### src/rtl/seg7_scan_mux_pkg.sv
// Shared constants and helpers for the four-digit seven-segment scan multiplexer.
package seg7_scan_mux_pkg;

   localparam int unsigned SEG_DIGITS = 4;
   localparam int unsigned NIB_W      = 4;
   localparam int unsigned IDX_W      = 2;
   localparam int unsigned VAL_W      = SEG_DIGITS * NIB_W;

   // Board pins are active-low: a driven 0 turns the anode or decimal point on.
   localparam logic ACTIVE_LOW_ON  = 1'b0;
   localparam logic ACTIVE_LOW_OFF = 1'b1;

   localparam logic [SEG_DIGITS-1:0] AN_ALL_OFF = 4'b1111;

   // Pick hex digit idx out of a packed 16-bit value; digit 0 is bits [3:0].
   function automatic logic [NIB_W-1:0] nibble_sel(input logic [VAL_W-1:0] val,
                                                   input logic [IDX_W-1:0] idx);
      return val[{idx, 2'b00} +: NIB_W];
   endfunction

endpackage : seg7_scan_mux_pkg

### src/rtl/seg7_refresh_prescaler.sv
// Refresh prescaler: free-running 0..REFRESH_DIV-1 counter that marks the
// last cycle of every digit slot.
//   clk        system clock
//   reset      synchronous, active-high
//   scan_tick  high during the cycle where the count equals REFRESH_DIV-1
module seg7_refresh_prescaler #(
   parameter int unsigned REFRESH_DIV = 100000,
   parameter int unsigned CNT_W       = 17
) (
   input  logic clk,
   input  logic reset,
   output logic scan_tick
);

   localparam logic [CNT_W-1:0] CNT_LAST = CNT_W'(REFRESH_DIV - 1);

   if (REFRESH_DIV < 2) begin : g_bad_div
      $error("REFRESH_DIV must be at least 2");
   end
   if ((64'd1 << CNT_W) < 64'(REFRESH_DIV)) begin : g_bad_width
      $error("CNT_W too narrow for REFRESH_DIV");
   end

   logic [CNT_W-1:0] cnt_q;
   logic [CNT_W-1:0] cnt_d;

   // Tick is decoded straight from the count so it lines up with the slot's last cycle.
   assign scan_tick = (cnt_q == CNT_LAST);

   always_comb begin
      cnt_d = cnt_q + CNT_W'(1);
      if (scan_tick) begin
         cnt_d = '0;
      end
   end

   always_ff @(posedge clk) begin
      if (reset) begin
         cnt_q <= '0;
      end else begin
         cnt_q <= cnt_d;
      end
   end

endmodule : seg7_refresh_prescaler

### src/rtl/seg7_scan_mux.sv
// Time-multiplexes a 16-bit hex value onto a 4-digit common-anode display.
// New values are staged in a shadow register and committed only when the scan
// wraps from digit 3 to digit 0, so a frame never mixes old and new digits.
//   clk, reset   system clock, synchronous active-high reset
//   load         strobe capturing value_in/dp_in into the shadow registers
//   value_in     four hex digits, [3:0] is digit 0 (rightmost)
//   dp_in        decimal-point request per digit, active-high
//   blank_mask   per-digit forced blank, sampled live
//   lz_blank     enables leading-zero suppression
//   nibble       current digit value, feeds the hex-to-segment decoder
//   an           active-low anode enables, at most one low
//   dp           active-low decimal point
//   scan_tick    pulse on the last cycle of each digit slot (combinational)
module seg7_scan_mux
   import seg7_scan_mux_pkg::*;
#(
   parameter int unsigned DIGITS      = SEG_DIGITS,
   parameter int unsigned REFRESH_DIV = 100000,
   parameter int unsigned CNT_W       = 17
) (
   input  logic                  clk,
   input  logic                  reset,
   input  logic                  load,
   input  logic [VAL_W-1:0]      value_in,
   input  logic [SEG_DIGITS-1:0] dp_in,
   input  logic [SEG_DIGITS-1:0] blank_mask,
   input  logic                  lz_blank,
   output logic [NIB_W-1:0]      nibble,
   output logic [SEG_DIGITS-1:0] an,
   output logic                  dp,
   output logic                  scan_tick
);

   if (DIGITS != SEG_DIGITS) begin : g_bad_digits
      $error("DIGITS is fixed at 4 in this revision");
   end

   logic                  slot_end;

   logic [IDX_W-1:0]      idx_q,        idx_d;
   logic [VAL_W-1:0]      shadow_val_q, shadow_val_d;
   logic [SEG_DIGITS-1:0] shadow_dp_q,  shadow_dp_d;
   logic [VAL_W-1:0]      disp_val_q,   disp_val_d;
   logic [SEG_DIGITS-1:0] disp_dp_q,    disp_dp_d;
   logic [NIB_W-1:0]      nibble_q,     nibble_d;
   logic [SEG_DIGITS-1:0] an_q,         an_d;
   logic                  dp_q,         dp_d;

   logic                  frame_wrap;
   logic [SEG_DIGITS-1:0] lz_sup;
   logic                  digit_off;

   seg7_refresh_prescaler #(
      .REFRESH_DIV (REFRESH_DIV),
      .CNT_W       (CNT_W)
   ) u_prescaler (
      .clk       (clk),
      .reset     (reset),
      .scan_tick (slot_end)
   );

   assign scan_tick = slot_end;
   assign nibble    = nibble_q;
   assign an        = an_q;
   assign dp        = dp_q;

   // Leading-zero suppression: digit k goes dark when it and every digit above are zero.
   always_comb begin
      lz_sup    = '0;
      lz_sup[1] = lz_blank && (disp_val_q[15:4]  == 12'h000);
      lz_sup[2] = lz_blank && (disp_val_q[15:8]  == 8'h00);
      lz_sup[3] = lz_blank && (disp_val_q[15:12] == 4'h0);
   end

   // Index, shadow and frame-commit next state.
   always_comb begin
      idx_d        = idx_q;
      shadow_val_d = shadow_val_q;
      shadow_dp_d  = shadow_dp_q;
      disp_val_d   = disp_val_q;
      disp_dp_d    = disp_dp_q;
      frame_wrap   = slot_end && (idx_q == IDX_W'(SEG_DIGITS - 1));

      if (slot_end) begin
         idx_d = idx_q + IDX_W'(1);
      end
      // Commit reads the pre-edge shadow, so a coincident load lands one frame later.
      if (frame_wrap) begin
         disp_val_d = shadow_val_q;
         disp_dp_d  = shadow_dp_q;
      end
      if (load) begin
         shadow_val_d = value_in;
         shadow_dp_d  = dp_in;
      end
   end

   // Output stage, one cycle behind the index; nibble keeps the digit even when blanked.
   always_comb begin
      digit_off = blank_mask[idx_q] || lz_sup[idx_q];
      nibble_d  = nibble_sel(disp_val_q, idx_q);
      an_d      = AN_ALL_OFF;
      dp_d      = ACTIVE_LOW_OFF;
      if (!digit_off) begin
         an_d = ~(SEG_DIGITS'(1) << idx_q);
         dp_d = disp_dp_q[idx_q] ? ACTIVE_LOW_ON : ACTIVE_LOW_OFF;
      end
   end

   always_ff @(posedge clk) begin
      if (reset) begin
         idx_q        <= '0;
         shadow_val_q <= '0;
         shadow_dp_q  <= '0;
         disp_val_q   <= '0;
         disp_dp_q    <= '0;
         nibble_q     <= '0;
         an_q         <= AN_ALL_OFF;
         dp_q         <= ACTIVE_LOW_OFF;
      end else begin
         idx_q        <= idx_d;
         shadow_val_q <= shadow_val_d;
         shadow_dp_q  <= shadow_dp_d;
         disp_val_q   <= disp_val_d;
         disp_dp_q    <= disp_dp_d;
         nibble_q     <= nibble_d;
         an_q         <= an_d;
         dp_q         <= dp_d;
      end
   end

endmodule : seg7_scan_mux

### config.mk
export PLATFORM = sky130hd
export DESIGN_NAME = seg7_scan_mux
export DESIGN_NICKNAME = d
export VERILOG_FILES = /design/src/rtl/seg7_scan_mux_pkg.sv /design/src/rtl/seg7_refresh_prescaler.sv /design/src/rtl/seg7_scan_mux.sv
export SDC_FILE = /design/constraint.sdc
export NUM_CORES = 1
export LEC_CHECK = 0
export ABC_AREA = 1
export ABC_CLOCK_PERIOD_IN_PS = 2400
export BUFFER_PORTS_ARGS = -buffer_cell sky130_fd_sc_hd__buf_2
export CAP_MARGIN = 20
export CORE_MARGIN = 1.5
export CORE_UTILIZATION = 57
export CTS_CLUSTER_SIZE = 14
export DETAILED_ROUTE_END_ITERATION = 7
export PLACE_DENSITY = 0.78
export REMOVE_ABC_BUFFERS = 1
export SKIP_LAST_GASP = 1
export SLEW_MARGIN = 10
export SYNTH_ARGS = -nofsm -noshare
export SYNTH_HDL_FRONTEND = slang
export SYNTH_HIERARCHICAL = 1
export SYNTH_SLANG_ARGS = --single-unit
### constraint.sdc
create_clock -name clk -period 2.4 [get_ports clk]
set_clock_uncertainty 0.05 [all_clocks]
set_input_delay 0.12 -clock clk [delete_from_list [all_inputs] [get_ports clk]]
set_output_delay 0.12 -clock clk [all_outputs]
set_load 0.005 [all_outputs]
==> impl_metrics.tcl <==
set metrics [dict create \
    status "finished clean" \
    multi_input_area_mm2 0.00134 \
    core_area_mm2 0.00485 \
    finalWeightedCongestion 0.852 \
    vias_per_cell 4.99 \
    wl_per_cell_um 11.7 \
    h-tree-depth 3 \
    syn_inst 395 \
    slowest_stage "dfxtp_1" \
    num_rows 25 \
    crit_buf_inv 2 \
    synthArstFlopShare 0 \
    synth_edf_count 0 \
    slew_violations 0 \
    power.leakage_nw 1.40 \
    root_buffer "clkbuf_8" \
    portBuffers 37 \
    cp_common_cell "nand2_1" \
    grtUsageTotal 0.246 \
    synth_warnings 6 \
    clk_latency_ns 0.35 \
    postRouteAntennaNets 0 \
    max-vdd-ir-drop_mv 0.453 \
    setup_viol 0 \
    met1_usage 0.289 \
    tightest_slew_ns 0.602 \
    min_path_type "in2reg" \
    drc 0 \
    crit_path_max_incr_delay_ns 0.39 \
    num_io_pins 38 \
    mostFrequentLayoutCell "nor2_1" \
    maxCapViolCount 0 \
    ys_ff_latch 68 \
    syn_area_mm2 0.00294 \
    drt_iter0_drc 152 \
    grt_max_degree 35 \
    fin_crit_ns 1.99 \
    diodes 0 \
    die_h_um 74.9 \
    grt_util_met2 0.406 \
    synth_compound_area_frac 0.138 \
    vias 2605 \
    crit_chain "ha_1 > nand2_1 > nor2_4 > nand3_2 > inv_1 > nand2_1 > buf_4 > o21ai_0 > nor2_1" \
    hold_viol_final 0 \
    synth.yosys.seq_area_share 0.462 \
    critPathTopFamily "simple AND/OR/NAND/NOR gates" \
    required_ns 2.59 \
    min_to "an[1]" \
    worst-endpoint-arrival_ns 2.19 \
    start_kind "register" \
    initial_core_util 0.607 \
    drt_first_pass_iters 4 \
    die_area_mm2 0.00561 \
    tns_ns 0 \
    rsz0062_at_grt "false" \
    synthAdderAreaFrac 0.0212 \
    final_cells 522 \
    synthXorXnorAreaFrac 0.0149 \
    drive_gt1_frac 0.180 \
    place_inst 485 \
    syn2layout_area_growth_pct 20.2 \
    powerDensity_mw_per_mm2 638 \
    top_usage_layer "met2" \
    synth.mux.area_fraction 0 \
    clock-sinks 68 \
    min_path_cells 5 \
    nFillCells 402 \
    r2r_slack_ns 0.41 \
    slew_headroom 0.598 \
    holdWs_ns 0.169 \
    finalCritPeriodShare 0.831 \
    synth_simple_gate_area_frac 0.281 \
    critical_path_class "reg2reg" \
    met3_usage 0.0977 \
    hp-start "blank_mask[2]" \
    post_cts_buffers 0 \
    clock.fmax_mhz 502 \
    cp-end-kind "register" \
    gr-total-overflow 0 \
    reg2reg_from "u_prescaler/cnt_q[0]" \
    final_util 0.730 \
    synth_cell_types 30 \
    fp.dieW_um 74.9 \
    totalWireLength_um 6100 \
    seqCellArea_mm2 0.00136 \
    cp_max_fo 19 \
    r2r.worst_path.cells 9 \
    antenna_found_initial 0 \
    cts_buffers 9 \
    clockBufferDepth 2 \
    grt_first_pass_wirelength_um 10400 \
    synth_top_family_by_area "simple AND/OR/NAND/NOR gates" \
    synthFlopType "dfxtp_1" \
    place.detailed.hpwl_um 3980 \
    synth_area_per_cell_um2 7.45 \
    final_cell_mix "nor2_1 (88), dfxtp_1 (68), nand2_1 (54)" \
    reg2reg_to "disp_val_q[6]" \
    clk_pin_slew_ns 0.08 \
    grt_pass1_vias 2477 \
    cts_tree "built" \
    final_nets 483 \
]
metrics by stage:
stage / total power, mW / setup slack [ns] / area [um^2]
after floorplan: 1.25 / 0.484 / 2840
final: 2.26 / 0.406 / 3540
after CTS: 2.26 / 0.415 / 3540
after global routing: 2.34 / 0.183 / 3540
after global placement: 1.30 / 0.522 / 3130
after detailed placement: 1.30 / 0.432 / 3130
cell families (layout without fill, tap and decap cells):
kind of cell	Yosys count	count (layout)
buffers and inverters	52	112
adders and majority gates	5	5
xor gates and xnor gates	5	5
AOI/OAI and AO/OA	77	77
and+or+nand+nor	188	188
DFF	68	68
cell usage after synthesis, types with 2 or more instances:
cell type  count  area, um^2
nand2_1       54         203
nor2_2        15        93.8
nor2_4         2        22.5
xnor2_1        4        35.0
nand2_4        2        22.5
nand4_1        3        18.8
buf_4          3        22.5
nor2_1        88         330
buf_6          2        22.5
o21ai_0       47         235
o211ai_1       3        22.5
a21oi_1       21         105
clkbuf_1       9        33.8
ha_1           5        62.6
o21ai_1        4        20.0
nand2_2        2        12.5
inv_1         33         124
nand3_1       18        90.1
buf_2          2        10.0
dfxtp_1       68        1360
metal layers:
metal	vias to the layer above	share of wire	wire length, um
li1	1368	-	-
met1	1166	0.45	2730
met2	59	0.49	2960
met3	12	0.049	297
met4	0	0.017	102
met5	-	0	0
worst max path at each step:
stage	slack [ns]	startpoint	endpoint	cells after the start
2_1_floorplan	0.48	u_prescaler/cnt_q[0]	disp_dp_q[0]	9
3_3_place_gp	0.52	u_prescaler/cnt_q[0]	disp_val_q[3]	9
3_5_place_dp	0.43	u_prescaler/cnt_q[0]	disp_val_q[6]	9
4_1_cts	0.41	u_prescaler/cnt_q[0]	disp_val_q[6]	9
5_1_grt	0.18	u_prescaler/cnt_q[0]	disp_val_q[15]	9
6_report	0.41	u_prescaler/cnt_q[0]	disp_val_q[6]	9
sequential cells by signal, summed over array words and instances (netlist names):
| signal | cells |
|---|---|
| an | 4 |
| disp_dp_q | 4 |
| disp_val_q | 16 |
| dp | 1 |
| idx_q | 2 |
| nibble | 4 |
| shadow_dp_q | 4 |
| shadow_val_q | 16 |
| u_prescaler/cnt_q | 17 |
worst register-to-register path, delay by kind of cell (launching register included):
family	cells	cell delay [ns]
DFF	1	0.39
buffers and inverters	2	0.39
and+or+nand+nor	5	0.65
adders and majority gates	1	0.22
AOI/OAI and AO/OA	1	0.19
report_power, final:
part           internal, mW  switching [mW]
Clock                 0.510           0.446
Combinational        0.0644          0.0662
Sequential             1.16          0.0151
cell type report:
class / instances / share of cell area
Sequential cell: 68 / 0.385
Multi-Input combinational cell: 275 / 0.379
Timing Repair Buffer: 61 / 0.118
Clock buffer: 11 / 0.0399
Inverter: 35 / 0.0378
Tap cell: 67 / 0.0237
Clock inverter: 5 / 0.0173
what timing repair did:
action	in CTS	in global routing
endpoints found under the hold margin	24	0
resized for setup	0	0
hold buffers	21	0
Power figures use the tool's default switching activity.
